## src/rtl/int_stim_pkg.sv

```systemverilog
// rtl/int_stim_pkg.sv - shared types, constants and helpers for the interrupt stimulus generator
package int_stim_pkg;

    typedef enum logic [1:0] {
        IDLE   = 2'd0,
        ASSERT = 2'd1,
        HOLD   = 2'd2,
        DONE   = 2'd3
    } state_t;

    localparam int ACK_STRIDE = 4;
    localparam int CNT_W      = 16;

    function automatic logic word_eq(input logic [31:0] a, input logic [31:0] b);
        return (a & ~32'd3) == (b & ~32'd3);
    endfunction

endpackage

```

## src/rtl/int_stim_chan.sv

```systemverilog
// rtl/int_stim_chan.sv - one interrupt channel: trigger/ack FSM, pulse timer and firing counter
module int_stim_chan
    import int_stim_pkg::*;
#(
    parameter int          MODE       = 0,
    parameter int          PULSE_LEN  = 4,
    parameter int          FIRE_LIMIT = 1,
    parameter logic [31:0] TARGET     = 32'h0000301c,
    parameter logic [31:0] ACK_ADDR   = 32'h00007f20
) (
    input  logic             clk,
    input  logic             reset,
    input  logic [31:0]      i_pc,
    input  logic [31:0]      i_addr,
    input  logic [3:0]       i_byteen,
    output logic             o_int,
    output logic [CNT_W-1:0] o_cnt,
    output logic             o_done
);

    localparam int TW = (PULSE_LEN > 1) ? $clog2(PULSE_LEN) : 1;

    state_t           r_state, w_state_nxt;
    logic             r_int, w_int_nxt;
    logic [CNT_W-1:0] r_cnt, w_cnt_nxt;
    logic [TW-1:0]    r_timer, w_timer_nxt;

    logic w_match;
    logic w_ack;
    logic w_timeout;
    logic w_limit_hit;

    assign w_match     = word_eq(i_pc, TARGET);
    assign w_ack       = (|i_byteen) && word_eq(i_addr, ACK_ADDR);
    assign w_timeout   = (MODE == 1) && (r_timer == TW'(PULSE_LEN - 1));
    assign w_limit_hit = (FIRE_LIMIT != 0) && (r_cnt == CNT_W'(FIRE_LIMIT));

    always_ff @(posedge clk) begin
        if (reset) begin
            r_state <= IDLE;
            r_int   <= 1'b0;
            r_cnt   <= '0;
            r_timer <= '0;
        end else begin
            r_state <= w_state_nxt;
            r_int   <= w_int_nxt;
            r_cnt   <= w_cnt_nxt;
            r_timer <= w_timer_nxt;
        end
    end

    always_comb begin
        w_state_nxt = r_state;
        w_int_nxt   = r_int;
        w_cnt_nxt   = r_cnt;
        w_timer_nxt = r_timer;
        case (r_state)
            IDLE: begin
                if (w_match) begin
                    w_state_nxt = ASSERT;
                    w_int_nxt   = 1'b1;
                    w_timer_nxt = '0;
                    w_cnt_nxt   = (r_cnt == '1) ? r_cnt : r_cnt + CNT_W'(1);
                end
            end
            ASSERT: begin
                if (w_ack || w_timeout) begin
                    w_state_nxt = HOLD;
                    w_int_nxt   = 1'b0;
                end else if (MODE == 1) begin
                    w_timer_nxt = r_timer + TW'(1);
                end
            end
            HOLD: begin
                // A PC parked on the target must leave it before the channel re-arms.
                if (!w_match) begin
                    w_state_nxt = w_limit_hit ? DONE : IDLE;
                end
            end
            DONE: begin
                w_int_nxt = 1'b0;
            end
            default: begin
                w_state_nxt = IDLE;
                w_int_nxt   = 1'b0;
            end
        endcase
    end

    assign o_int  = r_int;
    assign o_cnt  = r_cnt;
    assign o_done = (r_state == DONE);

endmodule

```

## src/rtl/int_stim_gen.sv

```systemverilog
// rtl/int_stim_gen.sv - multi-channel PC-triggered interrupt stimulus generator
module int_stim_gen
    import int_stim_pkg::*;
#(
    parameter int                NCH        = 1,
    parameter logic [NCH*32-1:0] TARGET_PCS = 32'h0000301c,
    parameter logic [31:0]       ACK_BASE   = 32'h00007f20,
    parameter int                FIRE_LIMIT = 1,
    parameter int                MODE       = 0,
    parameter int                PULSE_LEN  = 4
) (
    input  logic                 clk,
    input  logic                 reset,
    input  logic [31:0]          macroscopic_pc,
    input  logic [31:0]          m_int_addr,
    input  logic [3:0]           m_int_byteen,
    output logic                 interrupt,
    output logic [NCH-1:0]       int_vec,
    output logic [NCH*CNT_W-1:0] fire_cnt,
    output logic                 all_done
);

    logic [NCH-1:0] w_done;

    for (genvar k = 0; k < NCH; k++) begin : g_chan
        int_stim_chan #(
            .MODE       (MODE),
            .PULSE_LEN  (PULSE_LEN),
            .FIRE_LIMIT (FIRE_LIMIT),
            .TARGET     (TARGET_PCS[k*32 +: 32]),
            .ACK_ADDR   (ACK_BASE + 32'(ACK_STRIDE * k))
        ) u_chan (
            .clk      (clk),
            .reset    (reset),
            .i_pc     (macroscopic_pc),
            .i_addr   (m_int_addr),
            .i_byteen (m_int_byteen),
            .o_int    (int_vec[k]),
            .o_cnt    (fire_cnt[k*CNT_W +: CNT_W]),
            .o_done   (w_done[k])
        );
    end

    assign interrupt = |int_vec;
    assign all_done  = &w_done;

endmodule

```

## config.mk

```make
export PLATFORM = sky130hd
export DESIGN_NAME = int_stim_gen
export DESIGN_NICKNAME = d
export VERILOG_FILES = /design/src/rtl/int_stim_pkg.sv /design/src/rtl/int_stim_chan.sv /design/src/rtl/int_stim_gen.sv
export SDC_FILE = /design/constraint.sdc
export NUM_CORES = 1
export LEC_CHECK = 0
export BUFFER_PORTS_ARGS = -buffer_cell sky130_fd_sc_hd__buf_4
export CAP_MARGIN = 5
export CORE_ASPECT_RATIO = 1.5
export CORE_MARGIN = 2
export CORE_UTILIZATION = 25
export CTS_CLUSTER_DIAMETER = 30
export DETAILED_ROUTE_END_ITERATION = 8
export HOLD_SLACK_MARGIN = 0.05
export PLACE_DENSITY = 0.57
export SLEW_MARGIN = 5
export SYNTH_ARGS = -nofsm -noshare
export SYNTH_HDL_FRONTEND = slang
export SYNTH_SLANG_ARGS = --single-unit
export TNS_END_PERCENT = 10
```

## constraint.sdc

```tcl
create_clock -name clk -period 2.5 [get_ports clk]
set_input_delay 0.125 -clock clk [delete_from_list [all_inputs] [get_ports clk]]
set_output_delay 0.125 -clock clk [all_outputs]
set_load 0.03 [all_outputs]
```

Yosys cells after proc, flatten, opt, wreduce, memory -nomap -nowiden
Index checks and enable logic that the tools add are counted.

word-level totals
  word-level logic and storage cells = 31
  bits of input ports = 70
  output and inout port bits = 19
  register bits after elaboration = 19

operators by class
  muxes and demuxes = 8
  equality and inequality tests = 10
  reductions and logical operators = 8
  bitwise logic cells = 1
  add/subtract/negate cells = 1

operators with widths
  cell                   count
  $eq 30x12->1 const B   1
  $eq 30x13->1 const B   1
  $add 16x1->16 const B  1
  $eq 16x1->1 const B    1
  $eq 16x16->1 const B   1
  $mux 2                 4
  $pmux 2 s3             1
  $reduce_and 3->1       2
  $reduce_bool 3->1      2
  $eq 2x2->1 const B     2
  $ne 2x1->1 const B     2
  $reduce_and 4->1       1
  $reduce_or 4->1        1
  $pmux 1 s3             1
  $eq 2x1->1 const B     1
  $logic_not 2->1        1
  $mux 1                 2
  $ne 2x2->1 const B     1
  $logic_and 1x1->1      1
  $not 1->1              1

Logic depth before layout (Yosys ltp)
  word-level depth = 4
  depth in mapped cells = 8
  depth with buffers taken out = 7

Cells and area by module
From an unflattened synthesis, not the netlist that was laid out.

unflattened totals
  cell total of the unflattened synthesis = 157
  area total of the unflattened synthesis = 1318.8 um^2

by module, submodules not included
  module         area an instance (um^2)  times used  seq. area each (um^2)  cells each
  int_stim_chan  1311.3                   1           380.4                  156
  int_stim_gen   7.5                      1           0.0                    1

Worst setup path after synthesis
OpenSTA, ideal clock, no wires.

  path type = reg-to-reg
  from = register g_chan[0].u_chan.r_cnt[0]
  to = register g_chan[0].u_chan.r_cnt[12]
  stages on the path, launching flop included = 8
  setup slack = 0.349 ns
  arrival time = 2.028 ns
  path through = dfxtp_1 > ha_1 > nand3_1 > or3_1 > o2111ai_4 > buf_6 > nor4_2 > mux2_1

on the way
  cells in the longest elaborated chain, start to end = 3

ends and longest elaborated chain
  element                                                line                 source
  start, declared                                        int_stim_chan.sv:25  logic [CNT_W-1:0] r_cnt, w_cnt_nxt;
  start signal, assigned                                 int_stim_chan.sv:47  r_cnt <= w_cnt_nxt;
  branches (longest 3 deep; another with $add 16x1->16)  -

Parallel ways; which one is timed is not known.
A chain may end at the register's enable or synchronous reset.

Worst setup path after layout
  from = register g_chan[0].u_chan.r_cnt[1]
  to = register g_chan[0].u_chan.r_cnt[12]

The elaborated chain is that of the path after synthesis.

==> impl_metrics.env <==
export IMPL_status="complete, no violations"
export IMPL_power_leakage_uw=0.000833
export IMPL_power_uw=655
export IMPL_final_util_pct=40.0
export IMPL_maxSlewViolCount=0
export IMPL_fp_dieH_um=93.2
export IMPL_portBuffers=84
export IMPL_ir_worst_vdd_mv=0.201
export IMPL_yosysTopAreaCellShare_pct=28.7
export IMPL_holdPathStages=2
export IMPL_cts_made_buffers=3
export IMPL_yosys_most_used_dff="dfxtp_1"
export IMPL_grt_pass1_wl_um=6210
export IMPL_critPathArrivalTime_ns=2.27
export IMPL_final_hold_viol_count=0
export IMPL_overflow=0
export IMPL_path_clk_slew_ns=0.07
export IMPL_ys_async_sr_fraction_pct=0
export IMPL_worst_pin_slew_ns=0.505
export IMPL_cts_htree_levels=1
export IMPL_vias=1535
export IMPL_postCtsResizedCells=0
export IMPL_fin_setup_tns_ns=0
export IMPL_mappedNetlistArea_mm2=0.00133
export IMPL_detailed_place_area_mm2=0.00201
export IMPL_dieArea_mm2=0.00592
export IMPL_endpoint_kind="flop"
export IMPL_globalplace_congestion=0.750
export IMPL_power_density_mw_per_mm2=319
export IMPL_dp_cells=302
export IMPL_antenna_found_initial=0
export IMPL_cts_path_max_buffers=2
export IMPL_path_class="reg2reg"
export IMPL_syn_avg_cell_area_um2=8.56
export IMPL_syn_nets=231
export IMPL_drtIter0Drc=30
export IMPL_synth_area_leader_cell="dfxtp_1"
export IMPL_hpwl_um=3040
export IMPL_synth_cell_type_count=38
export IMPL_synth_edf_count=0
export IMPL_synth_area_leaders="dfxtp_1 29%, ha_1 5.7%, nor4_1 5.7%"
export IMPL_grt_max_degree=24
export IMPL_drv_cap=0
export IMPL_die_w_um=63.5
export IMPL_start_kind="flop"
export IMPL_min_period_over_period_pct=85.2
export IMPL_finalClockSkew_ns=0.00431
export IMPL_dr_pass1_iters=4
export IMPL_grtUsageMet3_pct=1.44
export IMPL_track_usage_pct=12.9
export IMPL_core_area_mm2=0.00512
export IMPL_ys_ff_latch=19
export IMPL_setup_viol=0
export IMPL_root_buffer="clkbuf_8"
export IMPL_busiest_layer="met2"
export IMPL_synth_most_common_cell="dfxtp_1"
export IMPL_drc_errors=0
export IMPL_cts_tree="yes"
export IMPL_period_needed_ns=2.13
export IMPL_post_cts_buffers=0
export IMPL_gr_usage_met1_pct=15.3
export IMPL_drive_gt1_share_pct=41.6
export IMPL_hold_path_class="in2reg"
export IMPL_syn_inst=155
export IMPL_rows=32
export IMPL_max_freq_mhz=469
export IMPL_synthToLayoutAreaGrowth_pct=54.7
export IMPL_worstPathRequired_ns=2.64
export IMPL_ant_nets=0
export IMPL_rsz0062_at_grt="no"
export IMPL_first_global_vias=1489
export IMPL_clk_insertion_delay_late_ns=0.25
export IMPL_fin_nets=315
export IMPL_num_antenna_cells=0
export IMPL_clock_sinks=19
export IMPL_drt_total_wl_um=3640
export IMPL_io_pins=89
export IMPL_ys_warn_count=0
export IMPL_r2r_cells=6
export IMPL_fin_cells=306
export IMPL_initial_core_util_pct=25.9
export IMPL_slew_headroom_pct=66.3
export IMPL_nFillCells=561
export IMPL_cts_hold_buffers_added=0
export IMPL_cp_max_fo=18
export IMPL_met2_usage_pct=23.3
export IMPL_fin_area_mm2=0.00205
export IMPL_yosys_top_cells_count="19 x dfxtp_1, 12 x a21oi_1, 12 x nor4_1"
export IMPL_avgViaCountPerCell=5.02
export IMPL_wl_per_cell_um=11.9
export IMPL_ys_seq_area_share_pct=28.7
## cell families after synthesis
logic type               Yosys count  share of synthesized area [%]
AO/OA/AOI/OAI                     35                           19.1
XOR/XNOR                           1                          0.660
adder cells (fa/ha/maj)            6                           5.66
buffers and inverters             17                           6.89
flip-flops                        19                           28.7
multiplexers                       4                           3.40
AND/OR/NAND/NOR                   73                           35.7
## power by group
| part | internal, uW | total (uW) | switching (uW) |
|---|---|---|---|
| sequential | 306 | 310 | 3.80 |
| clock | 113 | 212 | 99.2 |
| combinational | 86.8 | 133 | 45.7 |
## metal layers
| layer | part of all wire (%) | wire, um |
|---|---|---|
| met4 | 1.2 | 44 |
| met2 | 49 | 1780 |
| met1 | 41 | 1500 |
| met5 | 0 | 0 |
| met3 | 8.6 | 313 |
## cell type report
| type | count | area [um^2] | area share [%] |
|---|---|---|---|
| Multi-Input combinational cell | 119 | 855 | 41.6 |
| Sequential cell | 19 | 380 | 18.5 |
| Clock buffer | 4 | 45.0 | 2.20 |
| Tap cell | 68 | 85.1 | 4.15 |
| Timing Repair Buffer | 87 | 653 | 31.8 |
| Inverter | 9 | 33.8 | 1.65 |
## sequential cells by signal (all words and copies together) (netlist names)
signal and flops:
g_chan.u_chan.o_int 1, g_chan.u_chan.o_cnt 16, g_chan.u_chan.r_state 2
## stage by stage
step	hold slack, ns	worst slack, ns
final	0.208	0.370
after global routing	0.228	0.205
after CTS	0.221	0.361
after detailed placement	0.488	0.375
after global placement	0.475	0.378
after floorplan	0.342	0.349
## worst max-delay path: stages (launching register included)
cell,delay [ns]
dfxtp_1,0.40
ha_1,0.20
nand3_1,0.11
or3_1,0.41
o2111ai_4,0.46
nor4_2,0.12
mux2_1,0.33
## worst paths after layout
check             slack [ns]                                   start                                 endpoint
setup / recovery        0.37  g_chan[0].u_chan.o_cnt[1]$_SDFFE_PP0P_  g_chan[0].u_chan.o_cnt[12]$_SDFFE_PP0P_
setup reg to reg        0.37  g_chan[0].u_chan.o_cnt[1]$_SDFFE_PP0P_  g_chan[0].u_chan.o_cnt[12]$_SDFFE_PP0P_
hold / removal          0.21                                   reset   g_chan[0].u_chan.o_cnt[1]$_SDFFE_PP0P_
hold reg to reg         0.50     g_chan[0].u_chan.o_int$_SDFFE_PP0P_      g_chan[0].u_chan.o_int$_SDFFE_PP0P_
## layout by cell type, fill, tap and decap left out, types with 2 or more instances in the layout
| cell type | synthesis | layout |
|---|---|---|
| buf_4 | 1 | 87 |
| dfxtp_1 | 19 | 19 |
| nor4_1 | 12 | 12 |
| a21oi_1 | 12 | 12 |
| nand3_1 | 10 | 10 |
| o31ai_1 | 10 | 10 |
| inv_1 | 9 | 9 |
| or4_1 | 9 | 9 |
| nor2_1 | 6 | 6 |
| ha_1 | 6 | 6 |
| nand4_1 | 5 | 5 |
| nor2b_1 | 5 | 5 |
| nand2_1 | 5 | 5 |
| or3_1 | 4 | 4 |
| nor4b_1 | 4 | 4 |
| o21ai_1 | 3 | 3 |
| clkbuf_8 | 0 | 3 |
| and3_1 | 2 | 2 |
| and4_1 | 2 | 2 |
| nor4bb_1 | 2 | 2 |
| a21boi_0 | 2 | 2 |
| nor3_1 | 2 | 2 |
| a31oi_1 | 2 | 2 |
| nor4_2 | 2 | 2 |
| mux2_1 | 2 | 2 |
| mux2_2 | 2 | 2 |
No activity file was read; power rests on OpenSTA's default activity.
